===== src/rtl/wb_master_interface.sv =====
`default_nettype none
// ============================================================================
//  Module   : wb_master_interface
//  Purpose  : Wishbone pipelined-mode initiator. Turns one core-side request
//             (enable/busy handshake) into one Wishbone classic-pipelined
//             transaction, with a bus timeout so an unmapped address ends in
//             an error instead of hanging the core.
//  Ports    : wb_clk_i / wb_rst_i        clock, async active-low reset
//             core*                      core request / response port
//             wb_*_o                     registered Wishbone initiator outputs
//             wb_ack_i/stall_i/error_i/data_i  Wishbone responder inputs
//  Revision : 1.0  initial release
// ============================================================================
module wb_master_interface #(
  parameter int ADDRESS_WIDTH  = 32,
  parameter int TIMEOUT_CYCLES = 255
) (
  input  logic                     wb_clk_i,
  input  logic                     wb_rst_i,
  // core side
  input  logic [ADDRESS_WIDTH-1:0] coreAddress,
  input  logic [3:0]               coreByteSelect,
  input  logic                     coreEnable,
  input  logic                     coreWriteEnable,
  input  logic [31:0]              coreDataWrite,
  output logic [31:0]              coreDataRead,
  output logic                     coreBusy,
  output logic                     coreError,
  // wishbone side
  output logic                     wb_cyc_o,
  output logic                     wb_stb_o,
  output logic                     wb_we_o,
  output logic [3:0]               wb_sel_o,
  output logic [ADDRESS_WIDTH-1:0] wb_adr_o,
  output logic [31:0]              wb_data_o,
  input  logic                     wb_ack_i,
  input  logic                     wb_stall_i,
  input  logic                     wb_error_i,
  input  logic [31:0]              wb_data_i
);

  // Counter wide enough to hold TIMEOUT_CYCLES; a 1-bit stub when disabled.
  localparam int CNT_W = (TIMEOUT_CYCLES > 0) ? $clog2(TIMEOUT_CYCLES + 1) : 1;
  localparam logic [CNT_W-1:0] CNT_MAX     = '1;
  localparam logic [CNT_W-1:0] TIMEOUT_VAL = CNT_W'(TIMEOUT_CYCLES);
  localparam logic [31:0]      ERR_DATA    = 32'hFFFF_FFFF;

  typedef enum logic [1:0] {
    ST_IDLE     = 2'd0,
    ST_REQUEST  = 2'd1,
    ST_WAIT_ACK = 2'd2,
    ST_DONE     = 2'd3
  } state_e;

  state_e                   state_q, state_d;
  logic                     cyc_q, cyc_d;
  logic                     stb_q, stb_d;
  logic                     we_q, we_d;
  logic [3:0]               sel_q, sel_d;
  logic [ADDRESS_WIDTH-1:0] adr_q, adr_d;
  logic [31:0]              data_q, data_d;
  logic [31:0]              read_buf_q, read_buf_d;
  logic                     error_q, error_d;
  logic [CNT_W-1:0]         count_q, count_d;

  logic [CNT_W-1:0]         cnt_inc;
  logic                     timeout_hit;
  logic                     bus_exit;

  // Saturating increment; the timeout fires on the cycle the incremented
  // count would reach the limit, so the bus is held for exactly
  // TIMEOUT_CYCLES cycles across REQUEST and WAIT_ACK.
  assign cnt_inc     = (count_q == CNT_MAX) ? count_q : count_q + CNT_W'(1);
  assign timeout_hit = (TIMEOUT_CYCLES != 0) && (cnt_inc >= TIMEOUT_VAL);

  always_comb begin
    state_d    = state_q;
    cyc_d      = cyc_q;
    stb_d      = stb_q;
    we_d       = we_q;
    sel_d      = sel_q;
    adr_d      = adr_q;
    data_d     = data_q;
    read_buf_d = read_buf_q;
    error_d    = error_q;
    count_d    = count_q;
    bus_exit   = 1'b0;

    case (state_q)
      ST_IDLE: begin
        if (coreEnable) begin
          adr_d   = coreAddress;
          sel_d   = coreByteSelect;
          we_d    = coreWriteEnable;
          data_d  = coreWriteEnable ? coreDataWrite : 32'h0;
          cyc_d   = 1'b1;
          stb_d   = 1'b1;
          count_d = '0;
          error_d = 1'b0;
          state_d = ST_REQUEST;
        end
      end

      ST_REQUEST: begin
        // ack/error cannot belong to this request yet, so they are ignored.
        count_d = cnt_inc;
        if (timeout_hit) begin
          error_d    = 1'b1;
          read_buf_d = ERR_DATA;
          bus_exit   = 1'b1;
        end else if (!wb_stall_i) begin
          stb_d   = 1'b0;
          state_d = ST_WAIT_ACK;
        end
      end

      ST_WAIT_ACK: begin
        count_d = cnt_inc;
        // Error wins over a simultaneous ack; timeout only if neither came.
        if (wb_error_i || (!wb_ack_i && timeout_hit)) begin
          error_d    = 1'b1;
          read_buf_d = ERR_DATA;
          bus_exit   = 1'b1;
        end else if (wb_ack_i) begin
          if (!we_q) read_buf_d = wb_data_i;
          bus_exit = 1'b1;
        end
      end

      ST_DONE: begin
        state_d = ST_IDLE;
      end

      default: begin
        state_d = ST_IDLE;
      end
    endcase

    // Any exit from a bus state returns the Wishbone outputs to idle values.
    if (bus_exit) begin
      state_d = ST_DONE;
      cyc_d   = 1'b0;
      stb_d   = 1'b0;
      we_d    = 1'b0;
      sel_d   = 4'h0;
      adr_d   = '0;
      data_d  = 32'h0;
    end
  end

  always_ff @(posedge wb_clk_i or negedge wb_rst_i) begin
    if (!wb_rst_i) begin
      state_q    <= ST_IDLE;
      cyc_q      <= 1'b0;
      stb_q      <= 1'b0;
      we_q       <= 1'b0;
      sel_q      <= 4'h0;
      adr_q      <= '0;
      data_q     <= 32'h0;
      read_buf_q <= ERR_DATA;
      error_q    <= 1'b0;
      count_q    <= '0;
    end else begin
      state_q    <= state_d;
      cyc_q      <= cyc_d;
      stb_q      <= stb_d;
      we_q       <= we_d;
      sel_q      <= sel_d;
      adr_q      <= adr_d;
      data_q     <= data_d;
      read_buf_q <= read_buf_d;
      error_q    <= error_d;
      count_q    <= count_d;
    end
  end

  // Busy is combinational so the core sees it in the same cycle it raises
  // enable while the interface is idle.
  always_comb begin
    coreBusy = 1'b0;
    case (state_q)
      ST_IDLE:     coreBusy = coreEnable;
      ST_REQUEST:  coreBusy = 1'b1;
      ST_WAIT_ACK: coreBusy = 1'b1;
      ST_DONE:     coreBusy = 1'b0;
      default:     coreBusy = 1'b0;
    endcase
  end

  assign coreDataRead = read_buf_q;
  assign coreError    = error_q;

  assign wb_cyc_o  = cyc_q;
  assign wb_stb_o  = stb_q;
  assign wb_we_o   = we_q;
  assign wb_sel_o  = sel_q;
  assign wb_adr_o  = adr_q;
  assign wb_data_o = data_q;

endmodule
`default_nettype wire


===== config.mk =====
export PLATFORM = sky130hd
export DESIGN_NAME = wb_master_interface
export DESIGN_NICKNAME = d
export VERILOG_FILES = /design/src/rtl/wb_master_interface.sv
export SDC_FILE = /design/constraint.sdc
export NUM_CORES = 1
export LEC_CHECK = 0
export CORE_MARGIN = 2
export CORE_UTILIZATION = 46
export DETAILED_ROUTE_END_ITERATION = 8
export PLACE_DENSITY = 0.92
export SYNTH_ARGS = -nofsm -noshare
export SYNTH_HDL_FRONTEND = slang
export SYNTH_SLANG_ARGS = --single-unit

===== constraint.sdc =====
create_clock -name wb_clk_i -period 8.2 [get_ports wb_clk_i]
set_clock_uncertainty 0.15 [all_clocks]
set_input_delay 2.05 -clock wb_clk_i [delete_from_list [all_inputs] [get_ports wb_clk_i]]
set_output_delay 2.05 -clock wb_clk_i [all_outputs]
set_load 0.01 [all_outputs]

==> impl_metrics.yaml <==
worst_hold_path:
  holdPathStages: 1
  holdPathEnd: "coreError"
  hold_path_class: "reg2reg"
  worstHoldStart: "coreError"
cts:
  cts_htree_levels: 4
  cts_tree: "done"
  clockBufferDepth: 2
  cts_buffers: 17
  clock_latency_ns: 0.51
  numClockSinks: 114
  cts_hold_buffers: 0
  cts_root_buf: "clkbuf_8"
  path_clk_slew_ns: 0.06
  cts_setup_buffers: 0
  cts_resized: 0
logic_synthesis:
  async_flop_share_pct: 100
  syn_inst: 485
  synth_nets: 598
  synth_edf_count: 0
  ys_ff_latch: 114
  synth_cell_type_count: 43
  syn_area_um2: 4860
  syn_avg_cell_area_um2: 10.0
  yosysWarningCount: 0
  seq_area_frac_synth_pct: 59.5
  synthFlopType: "dfrtp_1"
grt:
  grt_remaining_overflow: 0
  grt_pass1_wl_um: 21800
  grt_max_degree: 70
  grt.total_usage_pct: 24.5
  grt_pass1_vias: 4539
  antenna_found_initial: 1
die:
  die-area_um2: 11400
  chipHeight_um: 107
  start_util_pct: 47.3
  core.rowCount: 37
  die_w_um: 107
  coreArea_um2: 10300
  io_pins: 212
timing:
  rsz0062_at_grt: "false"
  slew_violations: 0
  fin_crit_sh_pct: 67.0
  setup_viol: 0
  setup_tns_ns: 0
  tightest_slew_ns: 1.21
  fin_crit_ns: 5.49
  slew_headroom_pct: 18.9
  whs_ns: 0.346
  fmax_mhz: 182
  report.final.hold_viol_count: 0
pwr:
  power_uw: 2740
  p_leak_uw: 0.00308
  ir_drop_uv: 180
  power_density_nw_per_um2: 361
final_layout:
  num_antenna_cells: 0
  drive_gt1_share_pct: 10.5
  final_common_cell: "clkdlybuf4s50_1"
  nNetsFinal: 794
  final_cell_mix: "clkdlybuf4s50_1, nand2_1, dfrtp_1"
  final_area_um2: 7590
  final_util_pct: 73.9
  syn_to_final_growth_pct: 56.2
place:
  routabilityCongestion: 0.874
  dp_hpwl_um: 9340
  dpl_cell_area_um2: 7020
  port_buffers: 211
critical_path:
  cp_max_fo: 3
  reg2regPathDepth: 8
  crit_type: "in2out"
  endpoint_kind: "primary output"
  worstReg2RegEnd: "wb_stb_o"
  arrival_ns: 3.29
  max_stage_delay_ns: 0.59
  regToRegStartpoint: "count_q[0]"
  rrSetupSlack_ns: 4.68
  path_cells: "clkdlybuf4s50_1 -> nand2_2 -> o21ai_0 -> clkdlybuf4s50_1"
  crit_top_cell: "clkdlybuf4s50_1"
  startpoint_type: "primary input"
  slowest_stage: "clkdlybuf4s50_1"
  worstPathRequired_ns: 6.00
routing:
  wire_per_inst_um: 16.5
  final_antenna_net_count: 0
  vias: 4467
  drt-initial-drc-count: 275
  drc: 0
  via_per_inst: 5.38
  drt_wl_total_um: 13700
  drt_pre_antenna_iters: 6
run:
  drv_cap: 0
status:
  status: "finished clean"
## cells by family after synthesis
kind of cell | after synthesis | synth area share, %
AOI/OAI and AO/OA | 144 | 19.1
DFF | 114 | 59.5
adders and majority gates | 6 | 1.54
muxes | 2 | 0.463
buffers and inverters | 47 | 4.35
and+or+nand+nor | 172 | 15.1
## final cells by class
class,count,area (µm²)
fill,715,2680
tap,136,170
clock buffer,23,478
clock inverter,9,100
multi-input combinational,324,1780
timing repair buffer,215,2140
inverter,9,33.8
sequential,114,2890
## synthesized netlist by cell type, types with 2 or more instances
cell type / instances / area share [%]
nand2_1: 115 / 8.9
a21oi_1: 82 / 8.4
dfrtp_1: 82 / 42
nand3_1: 36 / 3.7
dfstp_2: 32 / 17
o22a_1: 32 / 5.8
clkbuf_1: 28 / 2.2
inv_1: 9 / 0.69
o21ai_0: 8 / 0.82
nor2_1: 7 / 0.54
ha_1: 6 / 1.5
a31oi_1: 4 / 0.51
buf_2: 4 / 0.41
and2_1: 3 / 0.39
buf_6: 3 / 0.69
a22o_1: 2 / 0.36
a41oi_1: 2 / 0.36
buf_4: 2 / 0.31
nand4_1: 2 / 0.26
o211ai_1: 2 / 0.31
o21ai_1: 2 / 0.21
## metrics by stage
| step | setup slack, ns | std cells |
|---|---|---|
| final | 2.71 | 830 |
| after floorplan | 3.34 | 485 |
| after global routing | 2.67 | 830 |
| after CTS | 2.71 | 830 |
| after detailed placement | 2.73 | 798 |
| after global placement | 2.72 | 798 |
## how the worst max path moves through the flow
stage	start	end	depth (start not counted)
6_report	coreEnable	coreBusy	4
5_1_grt	coreEnable	coreBusy	4
4_1_cts	coreEnable	coreBusy	4
2_1_floorplan	coreEnable	coreBusy	3
3_5_place_dp	coreEnable	coreBusy	4
3_3_place_gp	coreEnable	coreBusy	4
## worst max-delay path: cells and delay by family
| kind | cells | cell delay (ns) |
|---|---|---|
| AOI/OAI and AO/OA | 1 | 0.08 |
| and+or+nand+nor | 1 | 0.06 |
| buffers and inverters | 2 | 1.10 |
## metal layers
layer	routed length (µm)	global-route usage, %
met2	6910	40.9
met1	5350	29.2
met3	1210	9.18
met4	206	8.53
met5	16	0
## where the power goes
group          switching [µW]  internal (µW)  total [µW]
combinational             556            564        1120
clock                     249            464         713
sequential                121            789         911
## sequential cells by signal, summed over array words and instances, names as in the netlist
| signal | flops |
|---|---|
| wb_stb_o | 1 |
| wb_data_o | 32 |
| coreError | 1 |
| wb_adr_o | 32 |
| wb_sel_o | 4 |
| count_q | 8 |
| wb_we_o | 1 |
| state_q | 2 |
| coreDataRead | 32 |
| wb_cyc_o | 1 |
Power figures use the tool's default switching activity.
==> RTL edit 1, RTL diff (same flow settings) <==
`ADDRESS_WIDTH`: 32 -> 48.
--- a/src/rtl/wb_master_interface.sv
+++ b/src/rtl/wb_master_interface.sv
@@ -13,5 +13,5 @@
 // ============================================================================
 module wb_master_interface #(
-  parameter int ADDRESS_WIDTH  = 32,
+  parameter int ADDRESS_WIDTH  = 48,
   parameter int TIMEOUT_CYCLES = 255
 ) (
Interface: changed (resized coreAddress and wb_adr_o); port bits go from 212 to 244. The function was not compared with the original's and may differ.
==> RTL edit 1 against the unedited design <==
  * Power grew 12%
  * Die area grew 13%
  * Via count grew 15%
  * Combinational power grew 14%
  * Final area grew 13%
  * Non-clock buffer count grew 33
  * Worst setup slack lost 0.056 ns
  * Sequential power grew 13%
  * Area after synthesis grew 13%
  * Wire length grew 19%
  * Sequential cell count grew 16
  * Critical path type unchanged
  * Highest routed layer is now met4
==> RTL edit 1: results (changes against the unedited design) <==
stage	metric	value	unit	change
outcome	status	completed		
global_route	pin count of the biggest net entering global routing	87		+24%
detailed_routing	drt wl/cell	17.4	microns	+5.5%
clock_network	Post-CTS Repair Setup Buffers	0		unchanged
synthesis	most frequent cells after synthesis	nand2_1 (151), a21oi_1 (99), dfrtp_1 (98)		
global_route	first-pass GRT wire length	26000	microns	+19%
worst_setup_path	CP max stage delay	0.57	ns	-0.02 ns
synthesis	Area contributors post-synth	dfrtp_1 (45%), dfstp_2 (15%), nand2_1 (10%), a21oi_1 (9.0%), o22a_1 (4.8%)		
global_route	vias in the first global route	5255		+16%
cells_and_area	antenna fix cells	0		unchanged
detailed_routing	initial drt markers	403		+47%
worst_hold_path	Min-Delay Path Class	flip-flop to flip-flop		
cells_and_area	max reg flops	48		
power_and_ir_drop	Max IR drop VDD	0.000224	V	+24%
detailed_routing	total iterations of the first detailed-routing run	6		unchanged
global_route	All-Layer GR Usage	0.256		+0.0110
cells_and_area	share of cells above drive strength 1	0.103		-0.00253
power_and_ir_drop	Static Leak	3.51	nW	+14%
worst_setup_path	Critical Path AT	3.35	ns	+0.06 ns
clock_network	H-tree Lvls	4		unchanged
place	# port buffers	243		+15%
worst_setup_path	Slowest cell on crit path	clkdlybuf4s50_1		
cells_and_area	Final #Nets	905		+14%
synthesis	Synthesized Nets	681		+14%
worst_setup_path	Crit Path Max Fanout	4		+1
clock_network	Root Buffer	clkbuf_16		
synthesis	post-synthesis cell type count	41		-4.7%
timing	Slew HR	0.141		-0.0482
synthesis	Synth warnings	0		unchanged
place	Placer Congestion	0.835		-4.5%
clock_network	Skew-Pair Late Insertion Delay	0.41	ns	-0.10 ns
synthesis	top-area cell type share of the netlist area	0.445		+0.0229
place	Post-DP HPWL	11200	microns	+20%
clock_network	CTS clk-pin slew, worst paths	0.05	ns	
clock_network	clock buffers created by TritonCTS	17		unchanged
global_route	initial antenna violation count	0		-1
synthesis	Main synth FF type	dfrtp_1		
clock_network	post-CTS sizing	0		unchanged
clock_network	Max Buffers Root-to-Sink	2		unchanged
synthesis	post-synthesis sequential area ratio	0.598		+0.00253
synthesis	Synth async-reset ratio	1.00		unchanged
detailed_routing	Vias	5155		+15%
## RTL edit 1: cell types whose count changed after synthesis, sizes merged, moves of 2 or more
cell | unedited run | this run
inv | 9 | 4
and3 | 1 | 3
nand2b | 0 | 2
buf | 10 | 14
a21oi | 82 | 99
o21bai | 0 | 2
a311oi | 0 | 2
o21ai | 10 | 5
nand2 | 116 | 152
dfrtp | 82 | 98
## RTL edit 1: worst max-delay path, delay by kind of cell
| family | cells | cell delay (ns) |
|---|---|---|
| AND/OR/NAND/NOR | 1 | 0.07 |
| AO/OA/AOI/OAI | 1 | 0.09 |
| buffers and inverters | 2 | 1.13 |
## RTL edit 1: layout make-up
cell class              count  area [sq um]
clock inverters            14           163
multi-input cells         375          1990
fillers                   776          3010
flip-flops and latches    130          3290
repair buffers            248          2470
well taps                 143           179
clock buffers              18           439
inverters                   4          15.0
## RTL edit 1: cells by family after synthesis
logic type	Yosys count	share of synthesized area
adder cells (fa/ha/maj)	6	0.0136
multiplexers	2	0.00409
AND/OR/NAND/NOR	211	0.160
flip-flops	130	0.598
buffers and inverters	47	0.0431
AO/OA/AOI/OAI	156	0.181
## RTL edit 1: worst paths after layout
check	start	endpoint	slack (ns)	cells past startpoint
hold reg to reg	wb_cyc_o	wb_cyc_o	0.35	2
setup / recovery	coreEnable	coreBusy	2.65	4
max in group asynchronous	wb_rst_i	count_q[6]	4.99	2
hold / removal	wb_cyc_o	wb_cyc_o	0.35	2
setup reg to reg	count_q[0]	state_q[1]	4.47	8
min in group asynchronous	wb_rst_i	wb_sel_o[2]	1.64	1
## RTL edit 1: per-stage QoR
| stage | instance area (sq um) | utilization | instances | worst slack, ns |
|---|---|---|---|---|
| floorplan | 5510 | - | 552 | 3.07 |
| global placement | 7940 | 0.686 | 899 | 2.65 |
| finish | 8560 | 0.740 | 932 | 2.65 |
| CTS | 8540 | 0.739 | 931 | 2.64 |
| detailed placement | 7940 | 0.686 | 899 | 2.65 |
| global route | 8560 | 0.740 | 932 | 2.61 |
## RTL edit 1: per-layer routing
metal / vias to the layer above / GRT usage / wire [microns]
met3: 32 / 0.0760 / 1350
met1: 2518 / 0.315 / 6400
met2: 257 / 0.434 / 8160
li1: 2348 / - / -
met4: 0 / 0.0894 / 314
met5: - / 0 / 0
## RTL edit 1: power by group
part / total (W) / switching (W) / internal [W]
clock: 0.000763 / 0.000279 / 0.000483
sequential: 0.00103 / 0.000136 / 0.000892
combinational: 0.00128 / 0.000659 / 0.000626
==> RTL edit 2, RTL diff (config.mk and constraints unchanged) <==
Without the edit above. Encoding of `state_e`: now Gray code (2 bits for 4 states).
--- a/src/rtl/wb_master_interface.sv
+++ b/src/rtl/wb_master_interface.sv
@@ -47,8 +47,8 @@
 
   typedef enum logic [1:0] {
-    ST_IDLE     = 2'd0,
-    ST_REQUEST  = 2'd1,
-    ST_WAIT_ACK = 2'd2,
-    ST_DONE     = 2'd3
+    ST_IDLE     = 2'b00,
+    ST_REQUEST  = 2'b01,
+    ST_WAIT_ACK = 2'b11,
+    ST_DONE     = 2'b10
   } state_e;
 
Check against the original RTL: same outputs for any inputs over 4 cycles, from zero or initial values and one cycle with wb_rst_i low; so few cycles prove little.
==> RTL edit 2 against the unedited design <==
  * Sequential cell count unchanged
  * Final area shrank 1.4%
  * Power is 3.9% higher
  * Area after synthesis down 1.6%
  * Final cell count fell by 1.8%
  * Worst setup slack lost 0.23 ns
  * Wire length grew 1.7%
  * First-iteration DRC count down 10%
  * Hold slack better by 0.0048 ns
  * Critical path type unchanged
==> RTL edit 2: results (changes against the unedited design) <==
stage	metric	value	unit	change
timing	Hold WS	0.351	ns	+0.00484 ns
synthesis	Synth warnings	0		unchanged
clock_network	post-CTS sizing	0		unchanged
detailed_routing	vias per cell	5.35		-0.67%
worst_hold_path	Hold Path Sink	wb_cyc_o		
power_and_ir_drop	Static Leak	3.03	nW	-1.9%
clock_network	H-tree Lvls	4		unchanged
worst_setup_path	CP top delay family	buffers and inverters		
global_route	initial antenna violation count	0		-1
worst_setup_path	Crit Path Max Fanout	8		+5
worst_hold_path	HP Start	wb_cyc_o		
place	Post-DP HPWL	9750	microns	+4.5%
worst_setup_path	reg-to-reg endpoint	coreDataRead[6]		
worst_hold_path	worst hold stages	2		+1
cells_and_area	share of cells above drive strength 1	0.110		+0.00527
global_route	vias in the first global route	4536		-0.066%
global_route	first-pass GRT wire length	22000	microns	+0.89%
outcome	status	completed		
cells_and_area	Final #Nets	774		-2.5%
synthesis	most frequent cells after synthesis	nand2_1 (120), a21oi_1 (82), dfrtp_1 (82)		
clock_network	Max Buffers Root-to-Sink	2		unchanged
place	Cell Area, Placed	6910	sq um	-1.5%
synthesis	Area contributors post-synth	dfrtp_1 (43%), dfstp_2 (18%), nand2_1 (9.4%), a21oi_1 (8.6%), o22a_1 (5.7%)		
place	Placer Congestion	0.851		-2.7%
global_route	pin count of the biggest net entering global routing	63		-10%
global_route	All-Layer GR Usage	0.251		+0.00603
worst_setup_path	register-to-register setup slack	4.76	ns	+0.08 ns
worst_setup_path	CP max stage delay	0.60	ns	
detailed_routing	total iterations of the first detailed-routing run	4		-2
power_and_ir_drop	Max IR drop VDD	0.000242	V	+34%
worst_setup_path	R2R depth	7		-1
synthesis	post-synthesis cell type count	38		-12%
clock_network	Root Buffer	clkbuf_8		
timing	Slew HR	0.144		-0.0455
worst_setup_path	Critical Path AT	3.53	ns	+0.24 ns
detailed_routing	Post-Route WL	13900	microns	+1.7%
synthesis	Synthesized Nets	580		-3.0%
synthesis	post-synthesis sequential area ratio	0.605		+0.00965
detailed_routing	initial drt markers	247		-10%
RTL edit 2: report_power, final:
part           total (W)  internal [W]  switching (W)
registers        0.00100      0.000845       0.000158
logic            0.00113      0.000598       0.000537
clock network   0.000712      0.000467       0.000245
total            0.00285       0.00191       0.000940
RTL edit 2: worst max-delay path by stage:
| stage | from | to | slack [ns] | cells past startpoint |
|---|---|---|---|---|
| floorplan | coreEnable | coreBusy | 3.70 | 2 |
| global placement | coreEnable | coreBusy | 2.52 | 4 |
| detailed placement | coreEnable | coreBusy | 2.53 | 4 |
| CTS | coreEnable | coreBusy | 2.48 | 4 |
| global route | coreEnable | coreBusy | 2.41 | 4 |
| finish | coreEnable | coreBusy | 2.47 | 4 |
RTL edit 2: area by class of cell:
class / instances / area [sq um]
clock buffers: 21 / 439
fillers: 727 / 2740
inverters: 3 / 11.3
flip-flops and latches: 114 / 2890
multi-input cells: 315 / 1700
well taps: 136 / 170
clock inverters: 11 / 138
repair buffers: 215 / 2140
RTL edit 2: through the flow:
step           cells  setup WS [ns]
6_report         815           2.47
5_1_grt          815           2.41
4_1_cts          815           2.48
3_5_place_dp     783           2.53
3_3_place_gp     783           2.52
2_1_floorplan    472           3.70
RTL edit 2: logic make-up after synthesis:
logic type / after synthesis / synth area share
compound gates: 137 / 0.186
xor+xnor: 1 / 0.00183
flops: 114 / 0.605
mux: 1 / 0.00235
fa+ha+maj: 1 / 0.00262
buf+inv: 43 / 0.0450
simple gates: 175 / 0.157
RTL edit 2: routing by layer:
metal | GRT usage | share of wire | routed length, microns | vias up
li1 | - | - | - | 2034
met1 | 0.288 | 0.38 | 5330 | 2126
met2 | 0.437 | 0.53 | 7320 | 177
met3 | 0.0865 | 0.076 | 1060 | 20
met4 | 0.0912 | 0.016 | 218 | 0
met5 | 0 | 0 | 0 | -
RTL edit 2: tightest hold or removal path: cells and delay by family, from the launching register on:
family        cells  cell delay (ns)
flops             1             0.33
simple gates      2             0.13
